`src/rtl/ball_split_ctrl_pkg.sv`:
```
// ball_pkg: types and constants shared by the ball split controller, its
// bus interface and its testbench.
//   ball_size_t   : 2-bit size level (2=big, 1=medium, 0=small)
//   ball_state_e  : split sequencer states
//   DEF_NUM_SLOTS : default number of ball instances in the pool
package ball_pkg;

    typedef logic [1:0] ball_size_t;

    localparam ball_size_t SIZE_BIG   = 2'd2;
    localparam ball_size_t SIZE_MED   = 2'd1;
    localparam ball_size_t SIZE_SMALL = 2'd0;

    typedef enum logic [1:0] {
        IDLE,
        POP,
        SPAWN_A,
        SPAWN_B
    } ball_state_e;

    localparam int unsigned DEF_NUM_SLOTS = 8;

endpackage

```
`src/rtl/ball_split_ctrl_if.sv`:
```
// ball_split_ctrl_if: signals between the ball split controller and its
// neighbours (frame timing, collision block, ball movement/bitmap slots).
//   master : drives frame/level pulses and the hit vector, observes the pool
//   slave  : the controller; consumes hits, drives visibility/size/spawn load
interface ball_split_ctrl_if
    import ball_pkg::*;
#(
    parameter int unsigned NUM_SLOTS = DEF_NUM_SLOTS
);
    localparam int unsigned IDX_W = $clog2(NUM_SLOTS);

    logic                           startOfFrame;
    logic                           startLevel;
    logic       [NUM_SLOTS-1:0]     hit;
    logic       [10:0]              hitX;
    logic       [10:0]              hitY;
    logic       [NUM_SLOTS-1:0]     slotVisible;
    ball_size_t [NUM_SLOTS-1:0]     slotSize;
    logic                           spawnValid;
    logic       [IDX_W-1:0]         spawnSlot;
    logic       [10:0]              spawnX;
    logic       [10:0]              spawnY;
    logic                           spawnDirRight;
    logic                           popActive;
    logic                           allCleared;
    logic                           busy;

    modport master (
        output startOfFrame, startLevel, hit, hitX, hitY,
        input  slotVisible, slotSize, spawnValid, spawnSlot, spawnX, spawnY,
        input  spawnDirRight, popActive, allCleared, busy
    );

    modport slave (
        input  startOfFrame, startLevel, hit, hitX, hitY,
        output slotVisible, slotSize, spawnValid, spawnSlot, spawnX, spawnY,
        output spawnDirRight, popActive, allCleared, busy
    );

endinterface

```
`src/rtl/ball_split_ctrl_lowest_index_finder.sv`:
```
// lowest_index_finder: combinational priority encoder.
//   vec   : input vector
//   index : position of the lowest set bit (0 when none set)
//   found : high when any bit of vec is set
module lowest_index_finder #(
    parameter int unsigned WIDTH = 8,
    parameter int unsigned IDX_W = $clog2(WIDTH)
) (
    input  logic [WIDTH-1:0] vec,
    output logic [IDX_W-1:0] index,
    output logic             found
);

    // Scan downwards so the lowest set bit is the last one to win.
    always_comb begin
        index = '0;
        found = 1'b0;
        for (int i = int'(WIDTH) - 1; i >= 0; i--) begin
            if (vec[i]) begin
                index = IDX_W'(i);
                found = 1'b1;
            end
        end
    end

endmodule

```
`src/rtl/ball_split_ctrl.sv`:
```
// ball_split_ctrl: owns the ball-slot pool and sequences a ball split.
// A hit hides the ball, waits POP_FRAMES frames, then spawns up to two
// next-smaller balls into the lowest free slots.
//   clk, resetN : clock, asynchronous active-low reset
//   bus (slave) : frame/level pulses and hit vector in; slot visibility,
//                 size, spawn load strobe, pop/busy/cleared flags out
module ball_split_ctrl
    import ball_pkg::*;
#(
    parameter int unsigned NUM_SLOTS  = DEF_NUM_SLOTS,
    parameter int unsigned POP_FRAMES = 4,
    parameter logic [10:0] START_X    = 11'd300,
    parameter logic [10:0] START_Y    = 11'd100
) (
    input logic             clk,
    input logic             resetN,
    ball_split_ctrl_if.slave bus
);

    localparam int unsigned IDX_W = $clog2(NUM_SLOTS);

    typedef logic [10:0] coord_t;

    ball_state_e                state_q, state_d;
    logic       [NUM_SLOTS-1:0] vis_q, vis_d;
    logic       [NUM_SLOTS-1:0] pend_q, pend_d;
    ball_size_t [NUM_SLOTS-1:0] size_q, size_d;
    coord_t     [NUM_SLOTS-1:0] pos_x_q, pos_x_d;
    coord_t     [NUM_SLOTS-1:0] pos_y_q, pos_y_d;
    logic       [3:0]           frame_cnt_q, frame_cnt_d;
    ball_size_t                 saved_size_q, saved_size_d;
    coord_t                     saved_x_q, saved_x_d;
    coord_t                     saved_y_q, saved_y_d;
    logic                       spawn_valid_q, spawn_valid_d;
    logic       [IDX_W-1:0]     spawn_slot_q, spawn_slot_d;
    coord_t                     spawn_x_q, spawn_x_d;
    coord_t                     spawn_y_q, spawn_y_d;
    logic                       dir_right_q, dir_right_d;
    logic                       pop_q, pop_d;
    logic                       busy_q, busy_d;
    logic                       cleared_q, cleared_d;

    logic [NUM_SLOTS-1:0] accept;
    logic [IDX_W-1:0]     pend_idx, free_idx;
    logic                 pend_found, free_found;

    lowest_index_finder #(.WIDTH(NUM_SLOTS), .IDX_W(IDX_W)) u_pend_sel (
        .vec   (pend_q),
        .index (pend_idx),
        .found (pend_found)
    );

    // The slot being popped is already invisible, so it counts as free.
    lowest_index_finder #(.WIDTH(NUM_SLOTS), .IDX_W(IDX_W)) u_free_sel (
        .vec   (~vis_q),
        .index (free_idx),
        .found (free_found)
    );

    // Only visible, not-yet-pending slots accept a hit (and its position).
    assign accept = bus.hit & vis_q & ~pend_q;

    always_comb begin
        state_d       = state_q;
        vis_d         = vis_q;
        size_d        = size_q;
        pos_x_d       = pos_x_q;
        pos_y_d       = pos_y_q;
        frame_cnt_d   = frame_cnt_q;
        saved_size_d  = saved_size_q;
        saved_x_d     = saved_x_q;
        saved_y_d     = saved_y_q;
        spawn_valid_d = 1'b0;
        spawn_slot_d  = spawn_slot_q;
        spawn_x_d     = spawn_x_q;
        spawn_y_d     = spawn_y_q;
        dir_right_d   = dir_right_q;
        pend_d        = pend_q | accept;

        for (int i = 0; i < int'(NUM_SLOTS); i++) begin
            if (accept[i]) begin
                pos_x_d[i] = bus.hitX;
                pos_y_d[i] = bus.hitY;
            end
        end

        case (state_q)
            IDLE: begin
                if (pend_found) begin
                    vis_d[pend_idx]  = 1'b0;
                    pend_d[pend_idx] = 1'b0;
                    saved_size_d     = size_q[pend_idx];
                    saved_x_d        = pos_x_q[pend_idx];
                    saved_y_d        = pos_y_q[pend_idx];
                    frame_cnt_d      = 4'(POP_FRAMES);
                    state_d          = POP;
                end
            end
            POP: begin
                if (bus.startOfFrame) begin
                    frame_cnt_d = frame_cnt_q - 4'd1;
                    if (frame_cnt_q == 4'd1) begin
                        state_d = (saved_size_q == SIZE_SMALL) ? IDLE : SPAWN_A;
                    end
                end
            end
            SPAWN_A, SPAWN_B: begin
                // No free slot: this ball is simply dropped.
                if (free_found) begin
                    vis_d[free_idx]  = 1'b1;
                    size_d[free_idx] = saved_size_q - 2'd1;
                    spawn_valid_d    = 1'b1;
                    spawn_slot_d     = free_idx;
                    spawn_x_d        = saved_x_q;
                    spawn_y_d        = saved_y_q;
                    dir_right_d      = (state_q == SPAWN_B);
                end
                state_d = (state_q == SPAWN_A) ? SPAWN_B : IDLE;
            end
            default: state_d = IDLE;
        endcase

        // Level restart overrides everything, including hits this cycle.
        if (bus.startLevel) begin
            vis_d         = '0;
            vis_d[0]      = 1'b1;
            size_d        = '0;
            size_d[0]     = SIZE_BIG;
            pend_d        = '0;
            state_d       = IDLE;
            spawn_valid_d = 1'b1;
            spawn_slot_d  = '0;
            spawn_x_d     = START_X;
            spawn_y_d     = START_Y;
            dir_right_d   = 1'b1;
        end

        pop_d     = (state_d == POP);
        busy_d    = (state_d != IDLE);
        cleared_d = (vis_d == '0) && (pend_d == '0) && (state_d == IDLE) && !bus.startLevel;
    end

    always_ff @(posedge clk or negedge resetN) begin
        if (!resetN) begin
            state_q       <= IDLE;
            vis_q         <= '0;
            pend_q        <= '0;
            size_q        <= '0;
            pos_x_q       <= '0;
            pos_y_q       <= '0;
            frame_cnt_q   <= '0;
            saved_size_q  <= SIZE_SMALL;
            saved_x_q     <= '0;
            saved_y_q     <= '0;
            spawn_valid_q <= 1'b0;
            spawn_slot_q  <= '0;
            spawn_x_q     <= '0;
            spawn_y_q     <= '0;
            dir_right_q   <= 1'b0;
            pop_q         <= 1'b0;
            busy_q        <= 1'b0;
            cleared_q     <= 1'b0;
        end else begin
            state_q       <= state_d;
            vis_q         <= vis_d;
            pend_q        <= pend_d;
            size_q        <= size_d;
            pos_x_q       <= pos_x_d;
            pos_y_q       <= pos_y_d;
            frame_cnt_q   <= frame_cnt_d;
            saved_size_q  <= saved_size_d;
            saved_x_q     <= saved_x_d;
            saved_y_q     <= saved_y_d;
            spawn_valid_q <= spawn_valid_d;
            spawn_slot_q  <= spawn_slot_d;
            spawn_x_q     <= spawn_x_d;
            spawn_y_q     <= spawn_y_d;
            dir_right_q   <= dir_right_d;
            pop_q         <= pop_d;
            busy_q        <= busy_d;
            cleared_q     <= cleared_d;
        end
    end

    assign bus.slotVisible   = vis_q;
    assign bus.slotSize      = size_q;
    assign bus.spawnValid    = spawn_valid_q;
    assign bus.spawnSlot     = spawn_slot_q;
    assign bus.spawnX        = spawn_x_q;
    assign bus.spawnY        = spawn_y_q;
    assign bus.spawnDirRight = dir_right_q;
    assign bus.popActive     = pop_q;
    assign bus.busy          = busy_q;
    assign bus.allCleared    = cleared_q;

endmodule
```
`src/flat_wrapper.sv`:
```
// flat-port wrapper written by rule: the top's interface ports become plain ports
module ball_split_ctrl_flat import ball_pkg::*;
#(
    parameter int unsigned NUM_SLOTS  = DEF_NUM_SLOTS,
    parameter int unsigned POP_FRAMES = 4,
    parameter logic [10:0] START_X    = 11'd300,
    parameter logic [10:0] START_Y    = 11'd100
)
  (clk, resetN, bus_startOfFrame, bus_startLevel, bus_hit, bus_hitX, bus_hitY, bus_slotVisible, bus_slotSize, bus_spawnValid, bus_spawnSlot, bus_spawnX, bus_spawnY, bus_spawnDirRight, bus_popActive, bus_allCleared, bus_busy);
  ball_split_ctrl_if #(.NUM_SLOTS(NUM_SLOTS)) bus_i ();
  input logic clk;
  input logic resetN;
  input wire logic [$bits(bus_i.startOfFrame)-1:0] bus_startOfFrame;
  input wire logic [$bits(bus_i.startLevel)-1:0] bus_startLevel;
  input wire logic [$bits(bus_i.hit)-1:0] bus_hit;
  input wire logic [$bits(bus_i.hitX)-1:0] bus_hitX;
  input wire logic [$bits(bus_i.hitY)-1:0] bus_hitY;
  output wire logic [$bits(bus_i.slotVisible)-1:0] bus_slotVisible;
  output wire logic [$bits(bus_i.slotSize)-1:0] bus_slotSize;
  output wire logic [$bits(bus_i.spawnValid)-1:0] bus_spawnValid;
  output wire logic [$bits(bus_i.spawnSlot)-1:0] bus_spawnSlot;
  output wire logic [$bits(bus_i.spawnX)-1:0] bus_spawnX;
  output wire logic [$bits(bus_i.spawnY)-1:0] bus_spawnY;
  output wire logic [$bits(bus_i.spawnDirRight)-1:0] bus_spawnDirRight;
  output wire logic [$bits(bus_i.popActive)-1:0] bus_popActive;
  output wire logic [$bits(bus_i.allCleared)-1:0] bus_allCleared;
  output wire logic [$bits(bus_i.busy)-1:0] bus_busy;
  assign bus_i.startOfFrame = bus_startOfFrame;
  assign bus_i.startLevel = bus_startLevel;
  assign bus_i.hit = bus_hit;
  assign bus_i.hitX = bus_hitX;
  assign bus_i.hitY = bus_hitY;
  assign bus_slotVisible = bus_i.slotVisible;
  assign bus_slotSize = bus_i.slotSize;
  assign bus_spawnValid = bus_i.spawnValid;
  assign bus_spawnSlot = bus_i.spawnSlot;
  assign bus_spawnX = bus_i.spawnX;
  assign bus_spawnY = bus_i.spawnY;
  assign bus_spawnDirRight = bus_i.spawnDirRight;
  assign bus_popActive = bus_i.popActive;
  assign bus_allCleared = bus_i.allCleared;
  assign bus_busy = bus_i.busy;
  ball_split_ctrl #(.NUM_SLOTS(NUM_SLOTS), .POP_FRAMES(POP_FRAMES), .START_X(START_X), .START_Y(START_Y)) u_core (.clk(clk), .resetN(resetN), .bus(bus_i));
endmodule
```
`config.mk`:
```
export PLATFORM = sky130hd
export DESIGN_NAME = ball_split_ctrl_flat
export DESIGN_NICKNAME = d
export VERILOG_FILES = /design/src/rtl/ball_split_ctrl_pkg.sv /design/src/rtl/ball_split_ctrl_if.sv /design/src/rtl/ball_split_ctrl_lowest_index_finder.sv /design/src/rtl/ball_split_ctrl.sv /design/src/flat_wrapper.sv
export SDC_FILE = /design/constraint.sdc
export NUM_CORES = 1
export LEC_CHECK = 0
export BUFFER_PORTS_ARGS = -buffer_cell sky130_fd_sc_hd__buf_2
export CAP_MARGIN = 20
export CORE_MARGIN = 2
export CORE_UTILIZATION = 60
export CTS_CLUSTER_DIAMETER = 60
export CTS_CLUSTER_SIZE = 12
export DETAILED_ROUTE_END_ITERATION = 8
export PLACE_DENSITY = 0.79
export SLEW_MARGIN = 15
export SYNTH_ARGS = -nofsm -noshare
export SYNTH_HDL_FRONTEND = slang
export SYNTH_SLANG_ARGS = --single-unit
```
`constraint.sdc`:
```
create_clock -name clk -period 5.99 [get_ports clk]
set_clock_uncertainty 0.2 [all_clocks]
set_input_delay 1.797 -clock clk [delete_from_list [all_inputs] [get_ports clk]]
set_output_delay 1.797 -clock clk [all_outputs]
set_load 0.005 [all_outputs]
```
==> results.md, run 1 <==
- Status: finished clean
- Avg Cell Area, Syn: 11.66 µm²
- Max IR drop VDD: 0.0002160 V
- Clock sink count: 268
- Synth area leader: dfrtp_1
- Lkg Pwr: 0.006118 µW
- Gpl congestion: 0.8713
- Hold-fix buffers, CTS: 0
- Antenna violations before repair: 1
- Total number of vias: 8692
- Critical path arrival: 3.62 ns
- First-pass GRT wire length: 48910 µm
- HPWL Detailed: 18560 µm
- Relative slew margins: 0.3233
- Setup crit start kind: primary input
- I/O Pins: 88
- Total grt overflow: 0
- Die area: 0.02108 mm²
- Crit share post-route: 0.5661
- Fin crit period: 3.391 ns
- First DRT Iteration DRCs: 769
- Cell Pwr Density: 300.1 mW/mm²
- Worst Max-Slew Pin Slew: 1.015 ns
- Synth-to-layout area growth: 11.60%
- Synth area leaders: dfrtp_1, mux2_2, nand2_1
- Post-synthesis cell count: 1026
- Final Hold Violating Endpoints: 0
- Via density: 6.377
- DRC viols: 0
- EDFF count, synth: 0
- FMAX: 294.9 MHz
- Yosys top cell area share: 0.5608
- Post-Syn Nets: 1063
- Post-synth design cell area: 0.01196 mm²
- Row count: 51
- Share of layout cells above drive strength 1: 0.3145
- RSZ-0062 raised after global routing: false
- Asr flop ratio synth: 1.000
- Most frequent cells in the layout: dfrtp_1, mux2_2, nand2_1
- Pin count of the biggest net entering global routing: 120
- Commonest non-fill, non-tap cell in the layout: dfrtp_1
- CTS Buf Count: 26
- Tot GR Track Use: 0.2908
- H-Tree Depth: 1
- Crit. End Element: flip-flop
- Synth Flop Type: dfrtp_1
- CP Cell Sequence: buf_2, nand3b_1, buf_4, o2bb2ai_1, nor3_1, nand4b_1, nor4_2
- Clock Latency Late Sink: 0.54 ns
- Flop and latch count out of synthesis: 268
- Clock tree buffer depth: 3
- Port bufs: 87
- Final Max Tran Viols: 0
- TritonRoute pass-1 iters: 5
- MaxCap Viol Count: 0
- Clock slew at reported path FFs: 0.06 ns
- Routed len/inst: 22.01 µm
- PnR Total Power: 4005 µW
- WL final: 30000 µm
- Crit path kind: in2reg
- CTS tree: done
- Clk root buf: clkbuf_16
- CTS resizes: 0
- Vias in the first global route: 8947
- Core Box Area: 0.01953 mm²
- Total Negative Setup Slacks: 0 ns
- Post-synthesis sequential area ratio: 0.5608
- Worst slack, placed: 2.112 ns
- Crit path max fanout: 13
- Final worst slack: 2.599 ns
- Slowest CP cell: nand3b_1
- Syn. warnings: 0
- Die W: 145.2 µm
- Fill count: 1445
- Initial core utilization: 0.6125
- Post CTS Setup Buffer Count: 0
- Worst Path Required: 6.22 ns
- Max incr delay on CP: 0.56 ns
- Final setup vio count: 0
- Hold Crit Class: reg2reg
- Unique cell type count in the Yosys netlist: 60
- Fin nets: 1134
- Finished Core Util: 0.6835
- Die Y: 145.2 µm
- Remaining antenna violation count: 0
[cell families (layout without fill, tap and decap cells)]
group	Yosys count	in the layout	synth area share
DFF	268	268	0.5608
other	0	1	0
adders and majority gates	3	3	0.003139
buffers and inverters	93	164	0.03222
and+or+nand+nor	259	259	0.1002
xor gates and xnor gates	2	2	0.001465
muxes	186	186	0.1741
AOI/OAI and AO/OA	215	215	0.1281
[power by group]
| part | leakage, µW | switching, µW | internal [µW] | total [µW] |
|---|---|---|---|---|
| combinational | 0.00232 | 219 | 218 | 437 |
| clock | 0.000337 | 643 | 789 | 1430 |
| sequential | 0.00346 | 124 | 2010 | 2140 |
[path summary, 6_finish.rpt]
| kind | startpoint | to | slack, ns | cells after the start |
|---|---|---|---|---|
| worst max register to register | u_core.pend_q[0] | u_core.saved_x_q[4] | 2.77 | 6 |
| worst min-delay path | u_core.bus.spawnDirRight | u_core.bus.spawnDirRight | 0.29 | 2 |
| min in group asynchronous | resetN | u_core.pos_x_q[43] | 1.14 | 1 |
| max in group asynchronous | resetN | u_core.pos_x_q[75] | 3.37 | 2 |
| worst min register to register | u_core.bus.spawnDirRight | u_core.bus.spawnDirRight | 0.29 | 2 |
| worst max-delay path | bus_hit[4] | u_core.bus.allCleared | 2.60 | 7 |
[stage by stage]
step	area (µm²)	hold slack, ns	instances
2_1_floorplan	11960	0.2621	1026
3_3_place_gp	12660	0.2751	1334
3_5_place_dp	12660	0.2810	1334
4_1_cts	13340	0.2940	1362
5_1_grt	13350	0.3107	1363
6_report	13350	0.2866	1363
[synth_stat cells (3+ instances only)]
cell	n
a31oi_1	4
buf_2	7
nor2_2	4
o21a_1	4
a221o_1	18
nand2b_1	4
o32a_1	24
o21ai_1	3
o21ai_0	8
nand2_1	156
o221ai_1	6
nand3_1	8
dfrtp_1	268
nor2_1	32
buf_1	9
mux2_2	176
a21oi_1	101
clkbuf_1	46
o221ai_2	10
buf_6	3
mux2i_1	10
ha_1	3
nor3_1	7
or3_1	4
a22oi_1	16
a211oi_1	5
nor2b_1	7
inv_1	26
nand3b_1	16
nand4_1	4
[metal layers]
layer,global-route usage,vias up,share of wire
li1,-,3812,-
met1,0.4084,4437,0.43
met2,0.4674,361,0.47
met3,0.04497,82,0.065
met4,0.1020,0,0.036
met5,0,-,0
[sequential cells by signal, indices dropped and copies added, names as in the netlist]
signal                    cells
u_core.pos_x_q               88
u_core.pos_y_q               88
u_core.bus.slotSize          16
u_core.bus.spawnX            11
u_core.bus.spawnY            11
u_core.saved_x_q             11
u_core.saved_y_q             11
u_core.bus.slotVisible        8
u_core.pend_q                 8
u_core.frame_cnt_q            4
u_core.bus.spawnSlot          3
u_core.saved_size_q           2
u_core.state_q                2
u_core.bus.allCleared         1
u_core.bus.busy               1
u_core.bus.popActive          1
u_core.bus.spawnDirRight      1
u_core.bus.spawnValid         1
[worst max-delay path: cells and delay by family]
kind / cells / cell delay (ns)
AOI/OAI and AO/OA: 1 / 0.13
buffers and inverters: 2 / 0.47
and+or+nand+nor: 4 / 1.22
[layout make-up]
type	count	area, µm²	share of cell area
Sequential cell	268	6706	0.5025
Clock inverter	1	8.758	0.0006562
Inverter	26	97.59	0.007312
Antenna cell	1	2.502	0.0001875
Timing Repair Buffer	110	630.6	0.04725
Tap cell	265	331.6	0.02484
Clock buffer	27	675.6	0.05062
Multi-Input combinational cell	665	4893	0.3666
Note: power is estimated with default switching activity, not from simulation.
==> run 2: changes to the inputs <==
CORE_UTILIZATION = 54   (was 60)
PLACE_DENSITY = 0.76   (was 0.79)
clock period = 2.9 ns   (was 5.99 ns; I/O delays follow)
==> run 2 against run 1 <==
Routed wire length up 3.3%; cell count up 2.8%; critical path depth unchanged; largest power group unchanged.
==> results.md, run 2 (synthesis results as in run 1) <==
- Net Switching: 2035 µW
- Max layer used: met4
- Routed len/inst: 22.12 µm
- Initial core utilization: 0.5497
- Hold-fix buffers, CTS: 0
- TritonRoute pass-1 iters: 5
- Port bufs: 87
- HPWL Detailed: 19390 µm
- Setup crit start kind: flip-flop
- Max incr delay on CP: 0.55 ns
- Switching part of the total: 0.2450
- Total Negative Setup Slacks: 0 ns
- Crit. End Element: flip-flop
- M1 WL: 13290 µm
- Combinational group share of total power: 0.113
- Total grt overflow: 0
- Relative slew margins: 0.5591
- H-Tree Depth: 1
- Max IR drop VDD: 0.0003864 V
- Remaining antenna violation count: 0
- Critical path arrival: 2.81 ns
- Die W: 152.8 µm
- Min Hold Slack: 0.07516 ns
- Cell-internal power: 6269 µW
- Crit share post-route: 0.8969
- R2R Setup Slk: 0.30 ns
- Row count: 54
- DRC viols: 0
- Core Box Area: 0.02176 mm²
- Clk pwr share: 0.355
- Clock Latency Late Sink: 0.53 ns
- Antenna violations before repair: 0
- Final Max Tran Viols: 0
- Pin count of the biggest net entering global routing: 63
- Tot GR Track Use: 0.2659
- Clk root buf: clkbuf_16
- Die area: 0.02335 mm²
- Gpl congestion: 0.8925
- Vias in the first global route: 8807
- Status: finished clean
- # diodes: 0
- I/O Pins: 88
- Clock sink count: 268
- Via density: 6.200
- Finished Core Util: 0.6256
- Clock slew at reported path FFs: 0.07 ns
- Share of layout cells above drive strength 1: 0.3274
- WL final: 30990 µm
- Slowest CP cell: dfrtp_1
- First DRT Iteration DRCs: 612
- PnR Total Power: 8304 µW
- RSZ-0062 raised after global routing: false
- Total number of vias: 8686
- Most frequent cells in the layout: dfrtp_1, mux2_2, nand2_1
- Fill count: 1653
- CTS resizes: 0
- MaxCap Viol Count: 0
- Clock tree buffer depth: 3
- CTS Buf Count: 26
- Commonest non-fill, non-tap cell in the layout: dfrtp_1
- Synth-to-layout area growth: 13.81%
- First-pass GRT wire length: 49200 µm
- Final Hold Violating Endpoints: 0
- FMAX: 384.5 MHz
- Area taken by multi-input logic gates: 0.004893 mm²
- CP Cell Sequence: nor3_1, o21ai_0, o21ai_4, or2_1, buf_4, o221ai_1, o32a_1
- Cell Pwr Density: 610.1 mW/mm²
- Met3 WL: 2115 µm
- Met2 wire len: 14670 µm
- Lkg Pwr: 0.006257 µW
- Worst Path Required: 3.11 ns
- Post CTS Setup Buffer Count: 0
- CTS tree: done
- Fin nets: 1156
- Crit path max fanout: 16
- Register area: 0.006706 mm²
- Crit path kind: reg2reg
- Die Y: 152.8 µm
- Final setup vio count: 0
- Worst Max-Slew Pin Slew: 0.6606 ns
- Hold Crit Class: in2async
- Fin crit period: 2.601 ns
- Sequential share of power: 0.532
-- run 2: final cells by class --
| class | count | area share |
|---|---|---|
| clock buffers | 29 | 0.05019 |
| inverters | 26 | 0.007170 |
| multi-input cells | 665 | 0.3595 |
| repair buffers | 132 | 0.06398 |
| well taps | 280 | 0.02574 |
| clock inverters | 1 | 0.0006435 |
| flip-flops and latches | 268 | 0.4927 |
-- run 2: layer usage --
metal,vias up,track usage
li1,3859,-
met1,4402,0.3644
met2,361,0.4277
met3,64,0.04735
met4,0,0.1019
met5,-,0
-- run 2: power groups by stage --
stage,combinational (µW),clock [µW],sequential (µW)
2_1_floorplan,637,0,4380
3_3_place_gp,902,0,4450
3_5_place_dp,937,0,4470
4_1_cts,944,3000,4410
5_1_grt,1040,3150,4460
6_report,938,2950,4420
-- run 2: per-stage QoR --
step                setup WS (ns)  std cells  cell area, µm²
finish                     0.2991       1401           13610
detailed placement         0.2648       1371           12920
floorplan                  0.6482       1026           11960
CTS                        0.3321       1401           13610
global route              0.03578       1401           13610
global placement           0.2910       1371           12920
-- run 2: worst max-delay path, delay by kind of cell (launching register included) --
family / cells / cell delay [ns]
AOI/OAI and AO/OA: 4 / 0.94
DFF: 1 / 0.55
and+or+nand+nor: 2 / 0.47
buffers and inverters: 1 / 0.31
-- run 2: worst paths after layout --
check                                          start                      to  cells after the start
worst max-delay path                u_core.pend_q[0]  u_core.saved_size_q[1]                      7
worst min-delay path                          resetN    u_core.bus.spawnX[0]                      1
worst max register to register      u_core.pend_q[0]  u_core.saved_size_q[1]                      7
worst min register to register  u_core.bus.spawnX[5]    u_core.bus.spawnX[5]                      2
max in group asynchronous                     resetN      u_core.pos_y_q[80]                      2
min in group clk                u_core.bus.spawnX[5]    u_core.bus.spawnX[5]                      2
